File: src/rtl/alu_pkg.sv
// Shared types for the serial ALU: command encoding, FSM states and a helper
// for sizing the slice index counter.
package alu_pkg;

    typedef enum logic [1:0] {
        ADD = 2'b00,
        SUB = 2'b01,
        XOR = 2'b10,
        SHR = 2'b11
    } alu_cmd_t;

    typedef enum logic [1:0] {
        IDLE = 2'b00,
        RUN  = 2'b01,
        DONE = 2'b10
    } alu_state_t;

    // Width of a counter that walks 0..nsl-1, never narrower than one bit.
    function automatic int idx_width(input int nsl);
        return (nsl > 1) ? $clog2(nsl) : 1;
    endfunction

endpackage

File: src/rtl/alu_slice.sv
// One SLICE-bit step of the serial ALU. Purely combinational: the top feeds it
// one slice of each operand per clock and registers the carry between steps.
// For SHR the slice emits b shifted right by one, with left_bit entering at the
// slice MSB (the next slice's LSB, or the fill bit on the last slice).
module alu_slice
    import alu_pkg::*;
#(
    parameter int SLICE = 4
) (
    input  logic [SLICE-1:0] a,
    input  logic [SLICE-1:0] b,
    input  logic             cin,
    input  logic             carry_disable,
    input  logic             left_bit,
    input  alu_cmd_t         cmd,
    output logic [SLICE-1:0] ret,
    output logic             cout
);

    logic [SLICE:0] sum;

    // Full add of the slice; SUB arrives here with b already inverted and a
    // carry of 1 on the first slice, so the same adder serves both.
    always_comb begin
        sum = {1'b0, a} + {1'b0, b} + (SLICE + 1)'(cin);
    end

    // Select the slice result: shift path, carry-free XOR, or the adder.
    always_comb begin
        ret  = '0;
        cout = 1'b0;
        if (cmd == SHR) begin
            if (SLICE > 1) begin
                ret = b >> 1;
            end
            ret[SLICE-1] = left_bit;
            cout         = 1'b0;
        end else if (carry_disable) begin
            ret  = a ^ b;
            cout = 1'b0;
        end else begin
            ret  = sum[SLICE-1:0];
            cout = sum[SLICE];
        end
    end

endmodule

File: src/rtl/alu_serial.sv
// Multi-cycle ALU: accepts WIDTH-bit operands through a valid/ready handshake
// and walks them LSB-first, one SLICE-bit slice per clock, through a single
// alu_slice. The carry is registered between slices. The result is held with
// out_valid until the consumer takes it.
module alu_serial
    import alu_pkg::*;
#(
    parameter int WIDTH = 16,
    parameter int SLICE = 4
) (
    input  logic             clk,
    input  logic             rst,
    input  logic             in_valid,
    output logic             in_ready,
    input  logic [WIDTH-1:0] d1,
    input  logic [WIDTH-1:0] d2,
    input  alu_cmd_t         cmd,
    input  logic             carry_in,
    output logic             out_valid,
    input  logic             out_ready,
    output logic [WIDTH-1:0] res,
    output logic             carry_out,
    output logic             zero
);

    localparam int NSL = WIDTH / SLICE;
    localparam int IW  = idx_width(NSL);
    localparam logic [WIDTH-1:0] SLICE_MASK = WIDTH'({SLICE{1'b1}});

    if (WIDTH % SLICE != 0) begin : g_width_check
        $error("alu_serial: WIDTH must be a multiple of SLICE");
    end
    if (NSL < 1) begin : g_nsl_check
        $error("alu_serial: SLICE must not exceed WIDTH");
    end

    alu_state_t       state;
    logic [IW-1:0]    idx;
    logic [WIDTH-1:0] d1_q;
    logic [WIDTH-1:0] d2_q;
    alu_cmd_t         cmd_q;
    logic             carry_q;
    logic             fill_q;
    logic [WIDTH-1:0] res_q;
    logic             cout_q;
    logic             zero_q;

    logic [31:0]      base;
    logic [SLICE-1:0] a_s;
    logic [SLICE-1:0] b_raw;
    logic [SLICE-1:0] b_s;
    logic [WIDTH:0]   d2_ext;
    logic [WIDTH:0]   left_vec;
    logic             left_bit;
    logic             carry_disable;
    logic [SLICE-1:0] slice_ret;
    logic             slice_cout;
    logic             last;
    logic [WIDTH-1:0] res_next;
    logic             final_cout;
    logic             accept;

    assign accept = in_valid && (state == IDLE);

    // Pick the current slice of each operand and the bit that shifts into its
    // MSB; appending the fill bit above d2 makes the last slice fall out of the
    // same shift as the others.
    always_comb begin
        base          = 32'(idx) * 32'(SLICE);
        a_s           = SLICE'(d1_q >> base);
        b_raw         = SLICE'(d2_q >> base);
        b_s           = (cmd_q == SUB) ? ~b_raw : b_raw;
        d2_ext        = {fill_q, d2_q};
        left_vec      = d2_ext >> (base + 32'(SLICE));
        left_bit      = left_vec[0];
        carry_disable = (cmd_q == XOR);
        last          = (idx == IW'(NSL - 1));
    end

    alu_slice #(
        .SLICE(SLICE)
    ) u_slice (
        .a            (a_s),
        .b            (b_s),
        .cin          (carry_q),
        .carry_disable(carry_disable),
        .left_bit     (left_bit),
        .cmd          (cmd_q),
        .ret          (slice_ret),
        .cout         (slice_cout)
    );

    // Merge the slice output into the result word and work out the carry flag
    // that is published once the final slice has been processed.
    always_comb begin
        res_next = (res_q & ~(SLICE_MASK << base)) | (WIDTH'(slice_ret) << base);
        case (cmd_q)
            ADD, SUB: final_cout = slice_cout;
            SHR:      final_cout = d2_q[0];
            default:  final_cout = 1'b0;
        endcase
    end

    // Control FSM and slice index: IDLE until a handshake, one RUN cycle per
    // slice, then DONE until the consumer takes the result.
    always_ff @(posedge clk) begin
        if (rst) begin
            state <= IDLE;
            idx   <= '0;
        end else begin
            case (state)
                IDLE: begin
                    idx <= '0;
                    if (accept) begin
                        state <= RUN;
                    end
                end
                RUN: begin
                    if (last) begin
                        idx   <= '0;
                        state <= DONE;
                    end else begin
                        idx <= idx + IW'(1);
                    end
                end
                DONE: begin
                    if (out_ready) begin
                        state <= IDLE;
                    end
                end
                default: begin
                    idx   <= '0;
                    state <= IDLE;
                end
            endcase
        end
    end

    // Operand capture on accept, plus the inter-slice carry: ADD starts from
    // carry_in, SUB from 1 (two's complement), XOR/SHR from 0.
    always_ff @(posedge clk) begin
        if (rst) begin
            d1_q    <= '0;
            d2_q    <= '0;
            cmd_q   <= ADD;
            carry_q <= 1'b0;
            fill_q  <= 1'b0;
        end else if (accept) begin
            d1_q   <= d1;
            d2_q   <= d2;
            cmd_q  <= cmd;
            fill_q <= carry_in;
            case (cmd)
                ADD:     carry_q <= carry_in;
                SUB:     carry_q <= 1'b1;
                default: carry_q <= 1'b0;
            endcase
        end else if (state == RUN && (cmd_q == ADD || cmd_q == SUB)) begin
            carry_q <= slice_cout;
        end
    end

    // Result word and flags: the word fills slice by slice, and the flags are
    // captured on the last RUN edge so they appear together with out_valid.
    always_ff @(posedge clk) begin
        if (rst) begin
            res_q  <= '0;
            cout_q <= 1'b0;
            zero_q <= 1'b0;
        end else if (state == RUN) begin
            res_q <= res_next;
            if (last) begin
                cout_q <= final_cout;
                zero_q <= (res_next == '0);
            end
        end
    end

    assign in_ready  = (state == IDLE);
    assign out_valid = (state == DONE);
    assign res       = res_q;
    assign carry_out = cout_q;
    assign zero      = zero_q;

endmodule

File: config.mk
export PLATFORM = sky130hd
export DESIGN_NAME = alu_serial
export DESIGN_NICKNAME = d
export VERILOG_FILES = /design/src/rtl/alu_pkg.sv /design/src/rtl/alu_slice.sv /design/src/rtl/alu_serial.sv
export SDC_FILE = /design/constraint.sdc
export NUM_CORES = 1
export LEC_CHECK = 0
export ABC_AREA = 1
export BUFFER_PORTS_ARGS = -buffer_cell sky130_fd_sc_hd__buf_2
export CORE_MARGIN = 10
export CORE_UTILIZATION = 48
export DETAILED_ROUTE_END_ITERATION = 8
export HOLD_SLACK_MARGIN = 0.08
export PLACE_DENSITY = 0.76
export REMOVE_ABC_BUFFERS = 1
export SLEW_MARGIN = 20
export SYNTH_ARGS = -nofsm -noshare
export SYNTH_HDL_FRONTEND = slang
export SYNTH_SLANG_ARGS = --single-unit
File: constraint.sdc
create_clock -name clk -period 6.1 [get_ports clk]
set_input_delay 1.22 -clock clk [delete_from_list [all_inputs] [get_ports clk]]
set_output_delay 1.22 -clock clk [all_outputs]
set_load 0.02 [all_outputs]
==> results of run 1 <==
[cells by family (layout without fill, tap and decap cells)]
family	count (synthesis)	in the layout
xor gates and xnor gates	4	4
AOI/OAI and AO/OA	87	87
DFF	58	58
buffers and inverters	61	112
and+or+nand+nor	223	223
adders and majority gates	10	10
[per-stage QoR]
step / power, W / worst slack [ps]
detailed placement: 0.000671 / 2320
floorplan: 0.000606 / 2880
global placement: 0.000665 / 2510
finish: 0.00100 / 2410
global route: 0.00107 / 2090
CTS: 0.00101 / 2420
[state kept, by name, summed over array words and instances (netlist names)]
register   flops
cmd_q          2
carry_q        1
state          2
carry_out      1
idx            2
d1_q          16
d2_q          16
fill_q         1
zero           1
res           16
[worst min path at each step]
| stage | endpoint | slack (ps) |
|---|---|---|
| floorplan | d1_q[10] | 450 |
| global placement | res[14] | 450 |
| detailed placement | res[14] | 460 |
| CTS | res[14] | 470 |
| global route | res[14] | 480 |
| finish | res[14] | 470 |
[where the power goes]
| group | switching, W | internal (W) | total (W) |
|---|---|---|---|
| registers | 0.0000206 | 0.000408 | 0.000429 |
| clock network | 0.000154 | 0.000187 | 0.000341 |
| logic | 0.000148 | 0.0000864 | 0.000235 |
[final cells by class]
class | instances | area [um2]
inverters | 37 | 145
clock buffers | 11 | 131
flip-flops and latches | 58 | 1160
fillers | 574 | 2530
repair buffers | 59 | 298
well taps | 75 | 93.8
multi-input cells | 324 | 1610
clock inverters | 5 | 55.1
[critical path, delay by kind of cell, from the launching register on]
family                     cells  cell delay [ps]
AOI/OAI and AO/OA              2              530
xor gates and xnor gates       1              150
adders and majority gates      2              770
buffers and inverters          3              610
DFF                            1              780
and+or+nand+nor                9              810
[routing by layer]
layer / GRT usage (%) / wire [um] / vias up / share of wire, %
met1: 17.4 / 3220 / 1293 / 45
met2: 23.9 / 3440 / 84 / 48
met4: 6.95 / 129 / 0 / 1.8
li1: - / - / 1515 / -
met5: 0 / 0 / - / 0
met3: 3.11 / 355 / 14 / 5.0
[synthesized netlist by cell type (all sizes together)]
| cell type | number | area, um2 |
|---|---|---|
| inv | 35 | 136 |
| xor2 | 3 | 26.3 |
| a31oi | 1 | 6.26 |
| a32o | 1 | 10.0 |
| or2 | 3 | 18.8 |
| o22ai | 4 | 25.0 |
| nand2 | 82 | 340 |
| fa | 2 | 40.0 |
| o21a | 2 | 15.0 |
| a21oi | 18 | 93.8 |
| a211oi | 2 | 15.0 |
| ha | 8 | 100 |
| dfxtp | 58 | 1160 |
| buf | 8 | 68.8 |
| xnor2 | 1 | 16.3 |
| nor2 | 114 | 430 |
| nand4 | 12 | 75.1 |
| a32oi | 1 | 8.76 |
| clkinv | 2 | 8.75 |
| and2 | 1 | 6.26 |
| o21ai | 57 | 285 |
| clkbuf | 16 | 60.1 |
| a2bb2oi | 1 | 8.76 |
| nand3 | 11 | 87.6 |
==> flow_summary.ini, run 1 <==
[status]
status = finished clean

[timing]
drv_slew = 0
fmax_ghz = 0.271
worst_pin_slew_ps = 1030
rsz0062_at_grt = false
holdWs_ps = 466
setup_viol = 0
setup_tns_ps = 0
min_period_ps = 3690
fin_skew_ps = 7.55
max_slew_margin_pct = 31.4
min_period_over_period_pct = 60.5
hold_viol = 0

[worst_setup_path]
startpoint = idx[1]
crit_chain = clkinv_2 > a32o_1 > xnor2_2 > fa_1 > inv_2 > fa_1 > or2_1 > nand2_1 > inv_2 > nand2_1 > nor2_1 > nand2_1 > nand2_1 > nor2_1 > and2_1 > nand2_1 > a21oi_2
slowest_delay_ps = 780
crit_arrival_ps = 3960
setup.worst_path.start_class = register
critical_path_class = register to register
rr_startpoint = idx[1]
crit_end = zero
path_common_cell = nand2_1
worst_ep_required_time_ps = 6370
end_kind = register
r2r_setup_slack_ps = 2410
cp_slowest_cell = dfxtp_1
critPathMaxFanout = 21
worst-r2r-cell-count = 17
timing.rr.end = zero

[worst_hold_path]
hold_path_class = register to register
worst_hold_startpoint = res[14]
min_path_cells = 2

[synthesis]
ys_warn_count = 0
synthAdderAreaFrac_pct = 4.60
yosysSeqAreaShare_pct = 38.1
synth-simple-area-share_pct = 31.5
synth_seq_cells = 58
yosys.area_share.xor_xnor_pct = 1.40
synthMuxAreaShare_pct = 0
avgSynthCellArea_um2 = 6.87
synth.distinct_cells = 37
synthCells = 443
synth_top_family_by_area = simple AND/OR/NAND/NOR gates
synth_area_um2 = 3040
synth_compound_area_share_pct = 15.4

[floorplanning]
core_um2 = 6030
num_rows = 28
initial_utilization_pct = 50.5
dieArea_um2 = 9930
pin_count = 59
die_y_um = 99.6
die_x_um = 99.6

[grt]
track_usage_pct = 14.5
grt_max_degree = 40
grt_pass1_vias = 2715
grt_overflow = 0
grt_pass1_wl_um = 12200
antenna_found_initial = 0

[clock_network]
clk_latency_ps = 340
cts_root_buffer = clkbuf_8
cts_buffers = 9
clock_path_buffers = 2
post_cts_buffers = 0
htree_levels = 3
clkSlewWorstSetupHoldPaths_ps = 70
cts_tree = built
cts_sinks = 58
hold_buffers = 0
post_cts_resized = 0

[detailed_routing]
first_pass_iters = 5
wl_per_cell_um = 12.6
vias_per_cell = 5.11
drt-initial-drc-count = 189
vias = 2906
ant_nets = 0
drcViolationCount = 0
drt-total-wl_um = 7150

[layout]
utilization_pct = 58.0
layout_commonest_cell = nor2_1
layout-drive-gt1-share_pct = 20.6
insertedDiodeCount = 0
finalNonFillerCells = 569
final_cell_mix = 113 x nor2_1, 73 x nand2_1, 58 x dfxtp_1, 58 x buf_2, 54 x o21ai_0
nets = 538
area_growth_pct = 14.8
design_area_um2 = 3490

[placement]
place.gp.congestion = 0.909
dpl_cell_area_um2 = 3310
portBuffers = 58
hpwl_um = 5200
dp_cells = 553

[pwr]
powerDensity_nw_per_um2 = 288
ir_worst_vdd_uv = 193
leakage_nw = 1.69

[job]
cap_violations = 0
Power figures use the tool's default switching activity.
==> run 2, diff against run 1 <==
- clock period: 6.1 -> 3.85 ns (I/O delays scaled with it)
==> run 2 against run 1 <==
  * Register-to-register slack worse by 1600 ps
  * Sequential cell count is the same
  * First-iteration DRC count rose by 6.3%
  * Final cell count rose by 0.18%
  * Die area unchanged
  * Clock skew is 1.1 ps lower
  * Non-clock buffer count up 2
  * Clock power grew 45%
  * Final area barely moved
  * Largest power group unchanged
  * Core utilization barely moved
  * Largest cell class unchanged
  * Count of clock-buffer cells in the layout rose by 1
==> flow_summary.ini, run 2 (synthesized netlist as in run 1, its figures left out) <==
[clock_network]
clock_path_buffers = 2
post_cts_resized = 0
clkSlewWorstSetupHoldPaths_ps = 60
cts_root_buffer = clkbuf_8
cts_sinks = 58
post_cts_buffers = 0
hold_buffers = 0
htree_levels = 3
cts_buffers = 9
cts_tree = built
clk_latency_ps = 340

[layout]
layout_commonest_cell = nor2_1
utilization_pct = 58.0
final_cell_mix = 113 x nor2_1, 73 x nand2_1, 58 x dfxtp_1, 58 x buf_2, 54 x o21ai_0
design_area_um2 = 3490
insertedDiodeCount = 0
layout-drive-gt1-share_pct = 21.0
nets = 540
area_growth_pct = 14.7

[timing]
setup_viol = 0
setup_tns_ps = 0
drv_slew = 0
min_period_over_period_pct = 77.8
max_slew_margin_pct = 41.7
worst_pin_slew_ps = 868
fin_skew_ps = 6.45
min_period_ps = 2990
fmax_ghz = 0.334
rsz0062_at_grt = false
hold_viol = 0

[worst_setup_path]
end_kind = register
timing.rr.end = zero
critical_path_class = register to register
crit_arrival_ps = 3280
setup.worst_path.start_class = register
r2r_setup_slack_ps = 860
startpoint = idx[1]
rr_startpoint = idx[1]
worst_ep_required_time_ps = 4130
crit_end = zero
worst-r2r-cell-count = 16
critPathMaxFanout = 21

[pwr]
seqPwrFrac_pct = 43.8
p_clk_share_pct = 31.8
switching_share_pct = 32.6
p_sw_w = 0.000506
combinationalPowerShare_pct = 24.4
ir_worst_vdd_uv = 192
leakage_nw = 1.70
powerDensity_nw_per_um2 = 445
p_int_w = 0.00105

[grt]
track_usage_pct = 15.7
grt_pass1_wl_um = 13000
antenna_found_initial = 0
grt_pass1_vias = 2896
grt_max_degree = 40
grt_overflow = 0

[floorplanning]
die_x_um = 99.6
die_y_um = 99.6
core_um2 = 6030
num_rows = 28
initial_utilization_pct = 50.5
pin_count = 59
dieArea_um2 = 9930

[detailed_routing]
first_pass_iters = 4
vias = 2934
ant_nets = 0
vias_per_cell = 5.15
drt-total-wl_um = 7510
drt-initial-drc-count = 201
wl_per_cell_um = 13.2
drcViolationCount = 0

[status]
status = finished clean

[placement]
dpl_cell_area_um2 = 3320
portBuffers = 58
hpwl_um = 5460
place.gp.congestion = 0.907

[worst_hold_path]
hold_path_class = register to register

[job]
cap_violations = 0
## run 2: per-stage QoR
step	setup slack (ps)	hold slack, ps	std cells	power (W)
2_1_floorplan	632	450	419	0.000960
3_5_place_dp	855	453	555	0.00107
4_1_cts	850	463	570	0.00156
6_report	856	463	570	0.00155
3_3_place_gp	932	452	555	0.00106
5_1_grt	485	506	570	0.00166
## run 2: power groups by stage
stage	Sequential [W]	Combinational, W	Clock, W
6_report	0.000680	0.000379	0.000494
3_3_place_gp	0.000691	0.000365	0
5_1_grt	0.000686	0.000440	0.000535
3_5_place_dp	0.000693	0.000375	0
4_1_cts	0.000680	0.000379	0.000504
2_1_floorplan	0.000704	0.000256	0
## run 2: final cells by class
| cell class | count | area (um2) |
|---|---|---|
| clock inverter | 3 | 15.0 |
| tap | 75 | 93.8 |
| multi-input combinational | 324 | 1610 |
| sequential | 58 | 1160 |
| clock buffer | 12 | 155 |
| fill | 631 | 2530 |
| inverter | 37 | 145 |
| timing repair buffer | 61 | 313 |
## run 2: per-layer routing
layer,vias up,GRT usage (%),routed length (um)
met1,1321,18.5,3200
met2,75,26.1,3680
met4,0,5.95,104
met3,11,4.78,528
met5,-,0,0
li1,1527,-,-
## run 2: worst max-delay path, stage by stage (launching register included)
cell,delay [ps]
dfxtp_1,350
clkinv_2,270
a32o_1,390
xnor2_2,140
fa_1,380
inv_2,70
fa_1,390
or2_1,210
nand2_1,80
inv_2,40
nand4_1,110
nand2_1,70
nor2_1,120
nand2_1,60
nor2_1,80
nand2_1,60
a21oi_2,100
## run 2: how the worst min path moves through the flow
stage	start	end	cells after the start
detailed placement	res[14]	res[14]	2
global route	zero	zero	2
finish	res[14]	res[14]	2
floorplan	d1_q[10]	d1_q[10]	2
global placement	res[14]	res[14]	2
CTS	res[14]	res[14]	2
==> run 3, diff against run 2 <==
- ABC_AREA: 1 -> 0
- PLACE_DENSITY: 0.76 -> 0.79
- clock period: 3.85 -> 2.6 ns (I/O delays scaled with it)
==> run 3 against run 2 <==
  * The run now ends with negative setup slack left
  * Sequential cell count did not move
  * Worst hold slack got worse by 59 ps
  * Clock power rose by 55%
  * Worst setup slack got worse by 1300 ps
  * Final area rose by 7.6%
  * Final cell count fell by 10%
  * Critical endpoint unchanged
==> flow_summary.ini, run 3 <==
[detailed_routing]
drt-total-wl_um = 7860
first_pass_iters = 5
drcViolationCount = 0
drt-initial-drc-count = 190
ant_nets = 0
vias = 2762
vias_per_cell = 5.41
wl_per_cell_um = 15.4

[clock_network]
clock_path_buffers = 2
htree_levels = 3
clk_latency_ps = 350
cts_buffers = 9
hold_buffers = 0
cts_root_buffer = clkbuf_8
cts_tree = built
cts_sinks = 58
clkSlewWorstSetupHoldPaths_ps = 60

[timing]
setup_tns_ps = -1160
timing.final.ws_setup_ps = -399
max_slew_margin_pct = 45.6
hold_viol = 0
setup_viol = 7
worst_pin_slew_ps = 816
drv_slew = 0
fin_skew_ps = 3.93
min_period_ps = 3000
fmax_ghz = 0.333
min_period_over_period_pct = 115
rsz0062_at_grt = true

[layout]
register_area_um2 = 1170
area_growth_pct = 31.1
layout-drive-gt1-share_pct = 34.6
final_cell_mix = 79 x nand2_1, 58 x buf_2, 55 x dfxtp_1, 45 x a21oi_1, 40 x buf_4
insertedDiodeCount = 0
nets = 480
layout_commonest_cell = nand2_1
fillCellCount = 461
utilization_pct = 64.2
multi_input_area_um2 = 1660

[pwr]
combinationalPowerShare_pct = 23.3
p_int_w = 0.00160
powerDensity_nw_per_um2 = 601
p_clk_share_pct = 33.9
p_sw_w = 0.000660
ir_worst_vdd_uv = 437
seqPwrFrac_pct = 42.8
switching_share_pct = 29.2
leakage_nw = 1.59

[synthesis]
yosysSeqAreaShare_pct = 40.5
synth_seq_cells = 58
avgSynthCellArea_um2 = 8.33
yosysMostFrequentCell = nand2_1
synthCells = 344
yosysTopAreaCell = dfxtp_1
async_flop_share_pct = 0
synth_top_area_share_pct = 40.5
synth.distinct_cells = 50
synth_area_um2 = 2870
synthTopCellsByCount = 79 x nand2_1, 58 x dfxtp_1, 48 x a21oi_1, 28 x nor2_1, 16 x clkbuf_1
synthFlopType = dfxtp_1
yosys-top-cells-area = dfxtp_1 41%, nand2_1 10%, a21oi_1 8.4%
synth-edff-count = 0
ys_warn_count = 0

[worst_setup_path]
cp_slowest_cell = or4_1
worst_ep_required_time_ps = 2870
critPathMaxFanout = 5
crit_arrival_ps = 3270
worst-r2r-cell-count = 12
critical_path_class = register to register
slowest_delay_ps = 500
rr_startpoint = idx[1]
r2r_setup_slack_ps = -400
timing.rr.end = zero
end_kind = register
crit_chain = mux2i_2 > a21oi_1 > xnor2_1 > inv_1 > fa_2 > inv_2 > fa_1 > nor2_2 > a221oi_2 > or4_1 > o21a_1 > o31ai_2
setup.worst_path.start_class = register

[floorplanning]
num_rows = 28
die_x_um = 97.3
core_um2 = 5850
die_y_um = 97.3
initial_utilization_pct = 49.0
dieArea_um2 = 9460
pin_count = 59

[job]
cap_violations = 0

[grt]
track_usage_pct = 16.0
grt_max_degree = 46
grt_pass1_vias = 2801
antenna_found_initial = 0
grt_pass1_wl_um = 12800
grt_overflow = 0

[placement]
hpwl_um = 5410
place.gp.congestion = 0.863
portBuffers = 58

[worst_hold_path]
min_path_cells = 3
worst_hold_startpoint = d1[1]
hold_path_class = input port to register
hold_path_end = d1_q[1]

[status]
status = complete, but fails checks
failed_checks = negative setup slack
## run 3: timing repair
item / 4_1_cts / 5_1_grt
setup endpoints to repair: 15 / 15
setup buffers: 13 / 6
pin swaps: 11 / 8
resized for setup: 16 / 18
## run 3: cell type report
class                      count  area share, %
timing repair buffer         100           16.8
inverter                       7          0.699
clock inverter                 2          0.266
clock buffer                  14           4.59
tap                           75           2.50
sequential                    58           31.1
multi-input combinational    255           44.0
## run 3: cell families (layout without fill, tap and decap cells)
kind of cell / after synthesis / after routing / synth area share, %
mux: 14 / 14 / 7.33
compound gates: 88 / 88 / 19.2
fa+ha+maj: 10 / 10 / 4.89
xor+xnor: 4 / 4 / 1.22
simple gates: 139 / 139 / 21.3
buf+inv: 31 / 123 / 5.54
flops: 58 / 58 / 40.5
## run 3: worst max-delay path, delay by kind of cell (launching register included)
kind                     cells  cell delay (ps)
AO/OA/AOI/OAI                4              480
XOR/XNOR                     1              190
multiplexers                 1              240
flip-flops                   1              400
buffers and inverters        2              170
adder cells (fa/ha/maj)      2              760
AND/OR/NAND/NOR              2              670
## run 3: power by group through the flow
| stage | sequential [W] | combinational, W | clock, W |
|---|---|---|---|
| CTS | 0.000965 | 0.000496 | 0.000770 |
| detailed placement | 0.000985 | 0.000442 | 0 |
| global placement | 0.000982 | 0.000431 | 0 |
| finish | 0.000966 | 0.000527 | 0.000766 |
| global route | 0.000972 | 0.000580 | 0.000816 |
| floorplan | 0.000998 | 0.000242 | 0 |
## run 3: per-stage QoR
step / hold slack [ps] / instances / setup WS (ps) / instance area [um2] / power [W]
after CTS: 405 / 507 / -283 / 3650 / 0.00223
after global routing: 415 / 511 / -519 / 3760 / 0.00237
after detailed placement: 446 / 478 / -457 / 3320 / 0.00143
after floorplan: 426 / 320 / -819 / 2730 / 0.00124
final: 403 / 511 / -399 / 3760 / 0.00226
after global placement: 442 / 478 / -346 / 3320 / 0.00141
## run 3: how the worst max path moves through the flow
stage / startpoint / to
CTS: idx[1] / zero
global placement: idx[1] / zero
detailed placement: idx[1] / zero
floorplan: idx[1] / zero
global route: idx[1] / zero
finish: idx[1] / zero
## run 3: routing by layer
layer	part of all wire [%]	up-vias	global-route usage (%)
met5	0	-	0
met4	2.0	0	5.59
met3	6.0	19	5.41
met2	48	90	25.7
met1	44	1284	19.4
li1	-	1369	-
